===== config.mk =====
export PLATFORM = sky130hd
export DESIGN_NAME = flash_avalon_bridge_flat
export DESIGN_NICKNAME = d
export VERILOG_FILES = /design/src/rtl/flash_avalon_bridge_pkg.sv /design/src/rtl/flash_avalon_bridge_if.sv /design/src/rtl/flash_avalon_bridge_sync_2ff.sv /design/src/rtl/flash_avalon_bridge.sv /design/src/flat_wrapper.sv
export SDC_FILE = /design/constraint.sdc
export NUM_CORES = 1
export LEC_CHECK = 0
export BUFFER_PORTS_ARGS = -buffer_cell sky130_fd_sc_hd__buf_2
export CAP_MARGIN = 15
export CORE_MARGIN = 4
export CORE_UTILIZATION = 60
export DETAILED_ROUTE_END_ITERATION = 16
export GPL_TIMING_DRIVEN = 0
export HOLD_SLACK_MARGIN = 0.15
export PLACE_DENSITY = 0.9
export REMOVE_ABC_BUFFERS = 1
export SYNTH_ARGS = -nofsm -noshare
export SYNTH_HDL_FRONTEND = slang
export SYNTH_SLANG_ARGS = --single-unit

===== constraint.sdc =====
create_clock -name clk_clk -period 12.49 [get_ports clk_clk]
set_input_delay 1.249 -clock clk_clk [delete_from_list [all_inputs] [get_ports clk_clk]]
set_output_delay 1.249 -clock clk_clk [all_outputs]
set_load 0.05 [all_outputs]

===== src/rtl/flash_avalon_bridge_pkg.sv =====
// Shared types and default timing for the Avalon-MM to async NOR flash bridge.
// Each 32-bit word maps onto two 16-bit flash half-words; the low half sits at the even address.
package flash_bridge_pkg;

  localparam int FLASH_AW    = 27;
  localparam int DEF_SETUP   = 1;
  localparam int DEF_READ    = 6;
  localparam int DEF_WRITE   = 3;
  localparam int DEF_HOLD    = 1;
  localparam int DEF_RST     = 25;

  typedef enum logic [2:0] {
    RST,
    WAITRDY,
    IDLE,
    SETUP,
    ACCESS,
    HOLD,
    DONE
  } state_t;

  // Bit 0 selects the low half and bit 1 the high half. A read with no lanes enabled fetches the whole word.
  function automatic logic [1:0] half_mask(input logic is_read, input logic [3:0] be);
    logic [1:0] m;
    m = {|be[3:2], |be[1:0]};
    if (is_read && (be == 4'h0)) m = 2'b11;
    return m;
  endfunction

endpackage


===== src/rtl/flash_avalon_bridge_if.sv =====
// Avalon-MM slave bus bundle between the Nios II data master and the flash bridge.
interface flash_avalon_bridge_if
  import flash_bridge_pkg::*;
#(
  parameter int ADDR_W = FLASH_AW - 1
);
  logic [ADDR_W-1:0] avs_address;
  logic              avs_read;
  logic              avs_write;
  logic [3:0]        avs_byteenable;
  logic [31:0]       avs_writedata;
  logic [31:0]       avs_readdata;
  logic              avs_waitrequest;

  modport slave (
    input  avs_address, avs_read, avs_write, avs_byteenable, avs_writedata,
    output avs_readdata, avs_waitrequest
  );

  modport master (
    output avs_address, avs_read, avs_write, avs_byteenable, avs_writedata,
    input  avs_readdata, avs_waitrequest
  );
endinterface


===== src/rtl/flash_avalon_bridge_sync_2ff.sv =====
// Two-flop synchroniser for a single asynchronous level; it clears to 0, so the flash reads as busy out of reset.
module sync_2ff (
  input  logic clk,
  input  logic rst,
  input  logic i_d,
  output logic o_q
);
  logic r_meta;
  logic r_sync;

  always_ff @(posedge clk or posedge rst) begin
    if (rst) begin
      r_meta <= 1'b0;
      r_sync <= 1'b0;
    end else begin
      r_meta <= i_d;
      r_sync <= r_meta;
    end
  end

  assign o_q = r_sync;
endmodule


===== src/rtl/flash_avalon_bridge.sv =====
// Avalon-MM slave that turns 32-bit word accesses into one or two asynchronous 16-bit NOR flash cycles.
// Every pin is registered from the next state, so the strobes change cleanly at clock edges.
module flash_avalon_bridge
  import flash_bridge_pkg::*;
#(
  parameter int ADDR_W       = FLASH_AW - 1,
  parameter int SETUP_CYCLES = DEF_SETUP,
  parameter int READ_CYCLES  = DEF_READ,
  parameter int WRITE_CYCLES = DEF_WRITE,
  parameter int HOLD_CYCLES  = DEF_HOLD,
  parameter int RST_CYCLES   = DEF_RST
) (
  input  logic                    clk_clk,
  input  logic                    reset_reset,
  flash_avalon_bridge_if.slave    avs,
  output logic [ADDR_W:0]         flash_a,
  output logic [15:0]             flash_dq_out,
  output logic                    flash_dq_oe,
  input  logic [15:0]             flash_dq_in,
  output logic                    flash_ce_n,
  output logic                    flash_oe_n,
  output logic                    flash_we_n,
  output logic                    flash_adv_n,
  output logic                    flash_clk,
  output logic                    flash_reset_n,
  input  logic                    flash_rdy_bsy_n
);
  localparam int CW = 16;

  state_t            r_state, w_state_next;
  logic [CW-1:0]     r_cnt;
  logic              r_half, w_half_next;
  logic [1:0]        r_mask;
  logic              r_is_read;
  logic [ADDR_W-1:0] r_addr;
  logic [31:0]       r_wdata;
  logic [31:0]       r_rbuf;
  logic [31:0]       r_readdata;
  logic              r_waitreq, r_ce_n, r_oe_n, r_we_n, r_dq_oe, r_flash_reset_n;
  logic [15:0]       r_dq_out;
  logic [ADDR_W:0]   r_flash_a;

  logic              w_rdy_s;
  logic              w_req;
  logic [1:0]        w_new_mask;
  logic [CW-1:0]     w_access_last;
  logic              w_busy_next;
  logic              w_cur_read;
  logic [ADDR_W-1:0] w_cur_addr;
  logic [31:0]       w_cur_wdata;

  sync_2ff u_rdy_sync (
    .clk (clk_clk),
    .rst (reset_reset),
    .i_d (flash_rdy_bsy_n),
    .o_q (w_rdy_s)
  );

  assign w_req         = avs.avs_read | avs.avs_write;
  assign w_new_mask    = half_mask(avs.avs_read, avs.avs_byteenable);
  assign w_access_last = r_is_read ? CW'(READ_CYCLES - 1) : CW'(WRITE_CYCLES - 1);

  // In IDLE the request has not been latched yet, so the pin registers take it straight off the bus.
  assign w_cur_read  = (r_state == IDLE) ? avs.avs_read      : r_is_read;
  assign w_cur_addr  = (r_state == IDLE) ? avs.avs_address   : r_addr;
  assign w_cur_wdata = (r_state == IDLE) ? avs.avs_writedata : r_wdata;

  always_comb begin
    w_state_next = r_state;
    w_half_next  = r_half;
    case (r_state)
      RST:     if (r_cnt == CW'(RST_CYCLES - 1)) w_state_next = WAITRDY;
      WAITRDY: if (w_rdy_s) w_state_next = IDLE;
      IDLE: begin
        if (w_rdy_s && w_req) begin
          if (w_new_mask == 2'b00) begin
            w_state_next = DONE;
          end else begin
            w_state_next = SETUP;
            w_half_next  = ~w_new_mask[0];
          end
        end
      end
      SETUP:   if (r_cnt == CW'(SETUP_CYCLES - 1)) w_state_next = ACCESS;
      ACCESS:  if (r_cnt == w_access_last) w_state_next = HOLD;
      HOLD: begin
        if (r_cnt == CW'(HOLD_CYCLES - 1)) begin
          if (!r_half && r_mask[1]) begin
            w_state_next = SETUP;
            w_half_next  = 1'b1;
          end else begin
            w_state_next = DONE;
          end
        end
      end
      DONE:    w_state_next = IDLE;
      default: w_state_next = RST;
    endcase
  end

  assign w_busy_next = (w_state_next == SETUP) || (w_state_next == ACCESS) || (w_state_next == HOLD);

  always_ff @(posedge clk_clk or posedge reset_reset) begin
    if (reset_reset) begin
      r_state         <= RST;
      r_cnt           <= '0;
      r_half          <= 1'b0;
      r_mask          <= 2'b00;
      r_is_read       <= 1'b0;
      r_addr          <= '0;
      r_wdata         <= '0;
      r_rbuf          <= '0;
      r_readdata      <= '0;
      r_waitreq       <= 1'b1;
      r_ce_n          <= 1'b1;
      r_oe_n          <= 1'b1;
      r_we_n          <= 1'b1;
      r_dq_oe         <= 1'b0;
      r_dq_out        <= '0;
      r_flash_a       <= '0;
      r_flash_reset_n <= 1'b0;
    end else begin
      r_state <= w_state_next;
      r_half  <= w_half_next;
      r_cnt   <= (w_state_next != r_state) ? '0 : r_cnt + 1'b1;

      if ((r_state == IDLE) && (w_state_next != IDLE)) begin
        r_is_read <= avs.avs_read;
        r_addr    <= avs.avs_address;
        r_wdata   <= avs.avs_writedata;
        r_mask    <= w_new_mask;
        r_rbuf    <= '0;
      end

      // Capture on the last strobe cycle; readdata is only replaced once the whole word is in.
      if ((r_state == ACCESS) && (w_state_next == HOLD) && r_is_read) begin
        if (r_half) r_rbuf[31:16] <= flash_dq_in;
        else        r_rbuf[15:0]  <= flash_dq_in;
      end
      if ((r_state == HOLD) && (w_state_next == DONE) && r_is_read) r_readdata <= r_rbuf;

      if (w_state_next == SETUP) begin
        r_flash_a <= {w_cur_addr, w_half_next};
        if (!w_cur_read) r_dq_out <= w_half_next ? w_cur_wdata[31:16] : w_cur_wdata[15:0];
      end

      r_waitreq       <= (w_state_next != DONE);
      r_ce_n          <= ~w_busy_next;
      r_oe_n          <= ~((w_state_next == ACCESS) && w_cur_read);
      r_we_n          <= ~((w_state_next == ACCESS) && !w_cur_read);
      r_dq_oe         <= w_busy_next && !w_cur_read;
      r_flash_reset_n <= (w_state_next != RST);
    end
  end

  assign avs.avs_readdata    = r_readdata;
  assign avs.avs_waitrequest = r_waitreq;
  assign flash_a             = r_flash_a;
  assign flash_dq_out        = r_dq_out;
  assign flash_dq_oe         = r_dq_oe;
  assign flash_ce_n          = r_ce_n;
  assign flash_oe_n          = r_oe_n;
  assign flash_we_n          = r_we_n;
  assign flash_adv_n         = 1'b0;
  assign flash_clk           = 1'b0;
  assign flash_reset_n       = r_flash_reset_n;
endmodule


===== src/flat_wrapper.sv =====
// flat-port wrapper written by rule: the top's interface ports become plain ports
module flash_avalon_bridge_flat import flash_bridge_pkg::*;
#(
  parameter int ADDR_W       = FLASH_AW - 1,
  parameter int SETUP_CYCLES = DEF_SETUP,
  parameter int READ_CYCLES  = DEF_READ,
  parameter int WRITE_CYCLES = DEF_WRITE,
  parameter int HOLD_CYCLES  = DEF_HOLD,
  parameter int RST_CYCLES   = DEF_RST
)
  (clk_clk, reset_reset, flash_a, flash_dq_out, flash_dq_oe, flash_dq_in, flash_ce_n, flash_oe_n, flash_we_n, flash_adv_n, flash_clk, flash_reset_n, flash_rdy_bsy_n, avs_avs_address, avs_avs_read, avs_avs_write, avs_avs_byteenable, avs_avs_writedata, avs_avs_readdata, avs_avs_waitrequest);
  flash_avalon_bridge_if #(.ADDR_W(ADDR_W)) avs_i ();
  input  logic clk_clk;
  input  logic reset_reset;
  output logic [ADDR_W:0] flash_a;
  output logic [15:0] flash_dq_out;
  output logic flash_dq_oe;
  input  logic [15:0] flash_dq_in;
  output logic flash_ce_n;
  output logic flash_oe_n;
  output logic flash_we_n;
  output logic flash_adv_n;
  output logic flash_clk;
  output logic flash_reset_n;
  input  logic flash_rdy_bsy_n;
  input wire logic [$bits(avs_i.avs_address)-1:0] avs_avs_address;
  input wire logic [$bits(avs_i.avs_read)-1:0] avs_avs_read;
  input wire logic [$bits(avs_i.avs_write)-1:0] avs_avs_write;
  input wire logic [$bits(avs_i.avs_byteenable)-1:0] avs_avs_byteenable;
  input wire logic [$bits(avs_i.avs_writedata)-1:0] avs_avs_writedata;
  output wire logic [$bits(avs_i.avs_readdata)-1:0] avs_avs_readdata;
  output wire logic [$bits(avs_i.avs_waitrequest)-1:0] avs_avs_waitrequest;
  assign avs_i.avs_address = avs_avs_address;
  assign avs_i.avs_read = avs_avs_read;
  assign avs_i.avs_write = avs_avs_write;
  assign avs_i.avs_byteenable = avs_avs_byteenable;
  assign avs_i.avs_writedata = avs_avs_writedata;
  assign avs_avs_readdata = avs_i.avs_readdata;
  assign avs_avs_waitrequest = avs_i.avs_waitrequest;
  flash_avalon_bridge #(.ADDR_W(ADDR_W), .SETUP_CYCLES(SETUP_CYCLES), .READ_CYCLES(READ_CYCLES), .WRITE_CYCLES(WRITE_CYCLES), .HOLD_CYCLES(HOLD_CYCLES), .RST_CYCLES(RST_CYCLES)) u_core (.clk_clk(clk_clk), .reset_reset(reset_reset), .avs(avs_i), .flash_a(flash_a), .flash_dq_out(flash_dq_out), .flash_dq_oe(flash_dq_oe), .flash_dq_in(flash_dq_in), .flash_ce_n(flash_ce_n), .flash_oe_n(flash_oe_n), .flash_we_n(flash_we_n), .flash_adv_n(flash_adv_n), .flash_clk(flash_clk), .flash_reset_n(flash_reset_n), .flash_rdy_bsy_n(flash_rdy_bsy_n));
endmodule

==> key figures, run 1 <==
Global route
  • Vias in the first global route: roughly 6.2k
  • Total GRT Usage: 23.5%
  • GR Overflow Total: 0
  • Initial antenna violation count: 0
  • Maximum number of pins on one net before global-route repair: 115
  • First-pass GRT wire length: 30.8 mm

Pwr
  • Post-layout power: around 2.7 mW
  • Power Dens Cells: around 260 mW/mm2
  • Sequential share of power: 35.0%
  • Logic pwr share: 44.3%
  • Worst VDD drop: 0.170 mV
  • NetSw: 1.10 mW
  • Clk network pwr share: 20.7%
  • Sw Share: 41.0%
  • Pleak: 5.37 nW
  • Pint: 1.58 mW

Clock network
  • CTS buffer count: 17
  • Cts hold-fix bufs: 0
  • Clock slew at reported path FFs: around 70 ps
  • CTS root buffer: clkbuf_16
  • Cts repair resizes: 0
  • Clock H-tree levels: 4
  • Worst-skew pair later-pin latency: 420 ps
  • Post-CTS setup buffer count: 0
  • Longest Clk Path Bufs: 2
  • Sink Count: 195
  • CTS tree: built

Layout
  • Proportion of layout cells with a drive suffix above 1: 29.4%
  • # diodes: 0
  • Final #Nets: 1013
  • Synth-to-Final Area Change: 19.0%

Job
  • MaxCap Viol Count: 0

Synthesis
  • Mapped Area: 0.00859 mm2
  • Synth area leaders: dfrtp_1 56%, nand2_1 9.5%, mux2i_1 9.1%
  • Post-synth top area share: 55.6%
  • Yosys cell types: 54
  • Sequential cell area fraction in the yosys report: 56.8%
  • Seq cells post-synth: 195
  • Warnings from Yosys: 0
  • Dominant synthesized flop cell: dfrtp_1
  • Syn_area_per_cell: approximately 11 um2
  • Post-synthesis instance total: 778
  • FFs w/ async S/R, synth: 100%
  • Yosys top cell by area: dfrtp_1
  • Number of synthesized flops with an enable pin: 0

Placement
  • GPL Wtd Cong: 0.845
  • Port buffer count: between 150 and 200
  • Placed wire-length estimate: 12.5 mm
  • Pre-CTS setup slack: 8040 ps

Critical path
  • Crit-path max FO: 30
  • Worst Setup End Kind: register
  • Critical path type: input port to register
  • Worst setup SP type: input port
  • Crit path DAT: 4350 ps
  • Critical Path RT: between 10000 and 15000 ps

STA
  • Clock period minus worst slack: 4040 ps
  • Final Setup Violations: 0
  • WHS: 361 ps
  • Post-route setup slack: 8450 ps
  • Highest clock rate: 247 MHz
  • Worst-Margin Slew: 1150 ps
  • Slew HR: 23.0%
  • Setup Skew: between 10 and 15 ps
  • Slew Limit Fails: 0
  • RSZ-0062 raised after global routing: false
  • Hold violation count in the final report: 0
  • Post-route setup TNS: 0 ps
  • Final period util: 32.4%

Routing
  • Routed Antenna Nets: 0
  • DRC: 0
  • Initial DRC Count: roughly 370
  • Routed len/inst: 16.6 um
  • Vias per cell: 5.50
  • Total number of vias: 6160
  • Routed wire length: 18.6 mm
  • Initial DRT Pass Iterations: 5

Floorplan
  • Horiz. Die Dim: between 100 and 150 um
  • Die Area: 0.0163 mm2
  • Starting Density: 61.7%
  • Die outline height: 128 um
  • # rows: 43
  • Core Area: 0.0139 mm2
  • Io pins: around 170

Run status
  • Status: finished, final reports clean

Hold path
  • HP Class: register to register
==> final timing paths <==
| path | from | to | slack (ps) | cells after the start |
|---|---|---|---|---|
| worst max-delay path | avs_avs_read | u_core.flash_dq_out[0]$_DFFE_PP0P_ | 8450 | 8 |
| worst min-delay path | u_core.u_rdy_sync.r_meta$_DFF_PP0_ | u_core.u_rdy_sync.o_q$_DFF_PP0_ | 360 | 0 |
| worst max register to register | u_core.r_state[1]$_DFF_PP0_ | u_core.flash_dq_out[0]$_DFFE_PP0P_ | 8820 | 7 |
| worst min register to register | u_core.u_rdy_sync.r_meta$_DFF_PP0_ | u_core.u_rdy_sync.o_q$_DFF_PP0_ | 360 | 0 |
| max in group asynchronous | reset_reset | u_core.avs.avs_readdata[3]$_DFFE_PP0P_ | 10660 | 3 |
| min in group asynchronous | reset_reset | u_core.flash_a[15]$_DFFE_PP0N_ | 900 | 2 |
==> critical path, stage by stage <==
cell and delay [ps]:
buf_2 170, o21ai_0 150, nor3_2 790, buf_8 240, a221oi_2 100, a31oi_4 780
nand3b_4 420, mux2_1 440
==> area by class of cell <==
class,instances,area (um2)
Sequential cell,195,4880
Timing Repair Buffer,172,980
Fill cell,905,3700
Inverter,26,105
Clock buffer,21,450
Tap cell,180,225
Clock inverter,11,150
Multi-Input combinational cell,516,3440
==> synth_stat cells, types with 2 or more instances <==
| library cell | n |
|---|---|
| a21oi_1 | 29 |
| a32oi_1 | 2 |
| and3_1 | 5 |
| and4_1 | 2 |
| buf_2 | 11 |
| buf_4 | 3 |
| buf_6 | 2 |
| clkbuf_1 | 24 |
| dfrtp_1 | 191 |
| dfstp_2 | 4 |
| ha_1 | 2 |
| inv_1 | 26 |
| mux2_1 | 4 |
| mux2_2 | 37 |
| mux2_4 | 9 |
| mux2i_1 | 78 |
| mux4_2 | 10 |
| nand2_1 | 218 |
| nand2b_1 | 3 |
| nand3_1 | 7 |
| nand4_1 | 2 |
| nor2_1 | 52 |
| nor2b_1 | 5 |
| nor3_1 | 4 |
| nor3b_1 | 2 |
| nor4b_1 | 2 |
| o21ai_0 | 2 |
| or2_2 | 2 |
| or3_1 | 3 |
| xnor2_1 | 10 |
| xor2_1 | 4 |
==> cells in the final DEF (no fill, tap or decap), types with 2 or more instances in the layout <==
master,instances
o21ai_0,2
nor3b_1,2
conb_1,2
nand3_1,7
nor2b_1,5
nand4_1,2
mux4_2,10
bufinv_16,3
nand2_1,218
dfstp_2,4
nor4b_1,2
nand2b_1,3
buf_6,3
ha_1,2
inv_6,3
xnor2_1,10
clkinvlp_4,2
a21oi_1,29
buf_2,163
mux2_1,4
buf_16,2
mux2_4,9
xor2_1,4
mux2_2,37
inv_1,25
dfrtp_1,191
nor2_1,51
a32oi_1,2
clkbuf_1,3
and3_1,5
mux2i_1,78
or3_1,2
nor3_1,3
clkinv_2,2
clkbuf_16,17
buf_12,3
or2_2,2
==> sequential cells by signal, summed over array words and instances (netlist names), 3 cells and up <==
name and cells:
u_core.flash_dq_out 16, u_core.avs.avs_readdata 32, u_core.r_rbuf 32, u_core.r_addr 26, u_core.r_cnt 16, u_core.r_wdata 32
u_core.r_state 3, u_core.flash_a 27
==> stage by stage <==
stage / cells / cell area (um2) / util [%]
2_1_floorplan: 737 / 8400 / -
3_3_place_gp: 1080 / 9440 / 67.7
3_5_place_dp: 1089 / 9630 / 69.1
4_1_cts: 1121 / 10200 / 73.4
5_1_grt: 1121 / 10200 / 73.4
6_report: 1121 / 10200 / 73.4
==> power by group through the flow <==
stage	logic, mW	registers (mW)	clock network, mW
floorplan	0.655	1.18	0
global placement	1.14	0.935	0
detailed placement	1.19	0.943	0
CTS	1.19	0.936	0.565
global route	1.28	0.962	0.591
finish	1.19	0.939	0.555
==> kinds of logic after synthesis <==
| logic type | after synthesis | share of synthesized area [%] |
|---|---|---|
| xor+xnor | 14 | 1.43 |
| other cells | 1 | 0.0436 |
| fa+ha+maj | 2 | 0.291 |
| compound gates | 45 | 3.68 |
| flops | 195 | 56.8 |
| simple gates | 315 | 15.6 |
| mux | 138 | 18.6 |
| buf+inv | 68 | 3.45 |
==> layer usage <==
metal  up-vias  track usage [%]  wire (um)
met5         -                0          0
met4         0             8.74        369
met3        33             5.21       1010
met2       176             38.8       9340
met1      3071             30.9       7830
li1       2880                -          -
Note: power is estimated with default switching activity, not from simulation.
==> run 2, diff against run 1 <==
--- a/config.mk
+++ b/config.mk
@@ -8,11 +8,11 @@
 export BUFFER_PORTS_ARGS = -buffer_cell sky130_fd_sc_hd__buf_2
 export CAP_MARGIN = 15
 export CORE_MARGIN = 4
-export CORE_UTILIZATION = 60
+export CORE_UTILIZATION = 50
 export DETAILED_ROUTE_END_ITERATION = 16
 export GPL_TIMING_DRIVEN = 0
 export HOLD_SLACK_MARGIN = 0.15
-export PLACE_DENSITY = 0.9
+export PLACE_DENSITY = 0.8
 export REMOVE_ABC_BUFFERS = 1
 export SYNTH_ARGS = -nofsm -noshare
 export SYNTH_HDL_FRONTEND = slang
==> constraint.sdc (replaced) <==
create_clock -name clk_clk -period 3.4 [get_ports clk_clk]
set_input_delay 0.34 -clock clk_clk [delete_from_list [all_inputs] [get_ports clk_clk]]
set_output_delay 0.34 -clock clk_clk [all_outputs]
set_load 0.05 [all_outputs]
==> run 2 against run 1 <==
- non-clock buffer count increased by 65
- clock skew up 0.84 ps
- utilization down 7.8 points
- critical path type is now register to register
- largest cell class unchanged
- largest power group unchanged
==> key figures, run 2 (same netlist as run 1, synthesis figures left out) <==
Run status
  • Status: finished, final reports clean

Critical path
  • Worst path bufs/invs: 1
  • Critical Path RT: ~3700 ps
  • Crit path cell chain: nand2b_1, or3_4, buf_12, nor2_1, a211o_1, and4_4, mux2_2
  • Worst Setup End Kind: register
  • FF-to-FF End: u_core.avs.avs_readdata[31]$_DFFE_PP0P_
  • Highest-delay cell along the critical path: or3_4
  • Crit-path max cell delay: between 600 and 700 ps
  • Reg2reg path depth: 7
  • Critical path type: register to register
  • Crit path max-delay family: simple AND/OR/NAND/NOR gates
  • Crit-path max FO: between 40 and 50
  • Worst setup SP type: register
  • Reg2Reg Setup Slack: 160 ps
  • Crit path DAT: approximately 3500 ps
  • Worst reg2reg startpoint: u_core.r_state[1]$_DFF_PP0_

Routing
  • Vias per cell: 5.21
  • Initial DRT Pass Iterations: 4
  • Routed wire length: 20.0 mm
  • Initial DRC Count: 415
  • Routed len/inst: 16.3 um
  • Routed Antenna Nets: 0
  • Total number of vias: 6384
  • DRC: 0

Clock network
  • Clock H-tree levels: 4
  • Clock slew at reported path FFs: 70 ps
  • CTS buffer count: 17
  • CTS root buffer: clkbuf_16
  • Worst-skew pair later-pin latency: 430 ps
  • Sink Count: between 150 and 200
  • Longest Clk Path Bufs: 2
  • CTS tree: built

Layout
  • # diodes: 0
  • Fin util: 65.6%
  • Proportion of layout cells with a drive suffix above 1: 28.4%
  • Commonest non-fill, non-tap cell in the layout: nand2_1
  • Synth-to-Final Area Change: 27.5%
  • Final #Nets: 1079
  • Layout filler cell count: 1254
  • Leading cell types in the layout, fill and taps excluded: 218 x nand2_1, 190 x dfrtp_1, 163 x buf_2, 78 x mux2i_1, 62 x dlygate4sd3_1

Global route
  • First-pass GRT wire length: 32.8 mm
  • Initial antenna violation count: 2
  • Maximum number of pins on one net before global-route repair: 108
  • GR Overflow Total: 0
  • Vias in the first global route: 6583
  • Total GRT Usage: about 21%

STA
  • Slew HR: about half
  • WHS: 168 ps
  • Final Setup Violations: 0
  • Setup Skew: approximately 12 ps
  • Hold violation count in the final report: 0
  • Highest clock rate: 309 MHz
  • Clock period minus worst slack: 3240 ps
  • Slew Limit Fails: 0
  • Worst-Margin Slew: 742 ps
  • Final period util: between 90 and 100%

Floorplan
  • Core Area: 0.0167 mm2
  • # rows: 47
  • Horiz. Die Dim: between 100 and 150 um
  • Die Area: slightly below 0.02 mm2
  • Io pins: 166
  • Die outline height: 139 um
  • Starting Density: approximately 50%

Hold path
  • Min-delay src: flash_dq_in[8]
  • WHS Endpoint: u_core.r_rbuf[24]$_DFF_PP0_
  • HP Class: input port to register
  • Hold path cells: 3

Pwr
  • Power Dens Cells: 914 mW/mm2
  • Worst VDD drop: slightly above 0.5 mV
  • Pleak: about 5.7 nW

Placement
  • Port buffer count: 163
  • GPL Wtd Cong: 0.846
  • Placed wire-length estimate: 12.5 mm

Job
  • MaxCap Viol Count: 0
[run 2: layout make-up]
| class | instances | area (um2) | share of cell area [%] |
|---|---|---|---|
| multi-input cells | 517 | 3470 | 31.7 |
| clock buffers | 19 | 443 | 4.04 |
| repair buffers | 237 | 1630 | 14.9 |
| clock inverters | 12 | 141 | 1.29 |
| flip-flops and latches | 195 | 4890 | 44.6 |
| well taps | 220 | 275 | 2.51 |
| inverters | 26 | 105 | 0.959 |
[run 2: power by group]
part / switching (mW) / total, mW / internal [mW]
Combinational: 2.86 / 4.55 / 1.69
Clock: 0.898 / 2.02 / 1.12
Sequential: 0.423 / 3.45 / 3.02
Total: 4.18 / 10.0 / 5.83
[run 2: repair_timing]
| action | 4_1_cts | 5_1_grt |
|---|---|---|
| hold buffers | 62 | 0 |
| setup endpoints to repair | 48 | 32 |
| resized for setup | 2 | 4 |
| cloned | 0 | 1 |
| pin swaps | 1 | 0 |
| endpoints found under the hold margin | 163 | 0 |
| buffers inserted | 0 | 1 |
[run 2: worst max path at each step]
stage / depth (start not counted) / to / from
2_1_floorplan: 6 / u_core.flash_dq_out[0]$_DFFE_PP0P_ / u_core.r_state[2]$_DFF_PP0_
3_3_place_gp: 6 / u_core.flash_dq_out[0]$_DFFE_PP0P_ / u_core.r_state[1]$_DFF_PP0_
3_5_place_dp: 7 / u_core.avs.avs_readdata[25]$_DFFE_PP0P_ / u_core.r_state[1]$_DFF_PP0_
4_1_cts: 6 / u_core.flash_dq_out[0]$_DFFE_PP0P_ / u_core.r_cnt[2]$_DFF_PP0_
5_1_grt: 7 / u_core.avs.avs_readdata[31]$_DFFE_PP0P_ / u_core.r_state[1]$_DFF_PP0_
6_report: 7 / u_core.avs.avs_readdata[31]$_DFFE_PP0P_ / u_core.r_state[1]$_DFF_PP0_
[run 2: metrics by stage]
step	cells	instance area [um2]	total power [mW]	setup TNS, ps	setup slack (ps)
3_3_place_gp	1120	9490	7.40	-1574210	-5710
5_1_grt	1226	11000	10.6	-1.53	-1.53
6_report	1226	11000	10.0	0	165
4_1_cts	1224	10900	9.97	0	4.41
3_5_place_dp	1131	9710	7.88	-2530	-75.5
2_1_floorplan	737	8400	6.68	-659120	-2510
[run 2: tightest hold or removal path: cells and delay by family]
kind	cells	cell delay (ps)
buffers and inverters	2	150
muxes	1	60
[run 2: per-layer routing]
layer / vias up / global-route usage, % / wire (um)
li1: 3016 / - / -
met1: 3146 / 26.7 / 8630
met2: 188 / 33.9 / 9780
met3: 30 / 5.52 / 1220
met4: 4 / 6.33 / 292
met5: - / 0 / 40
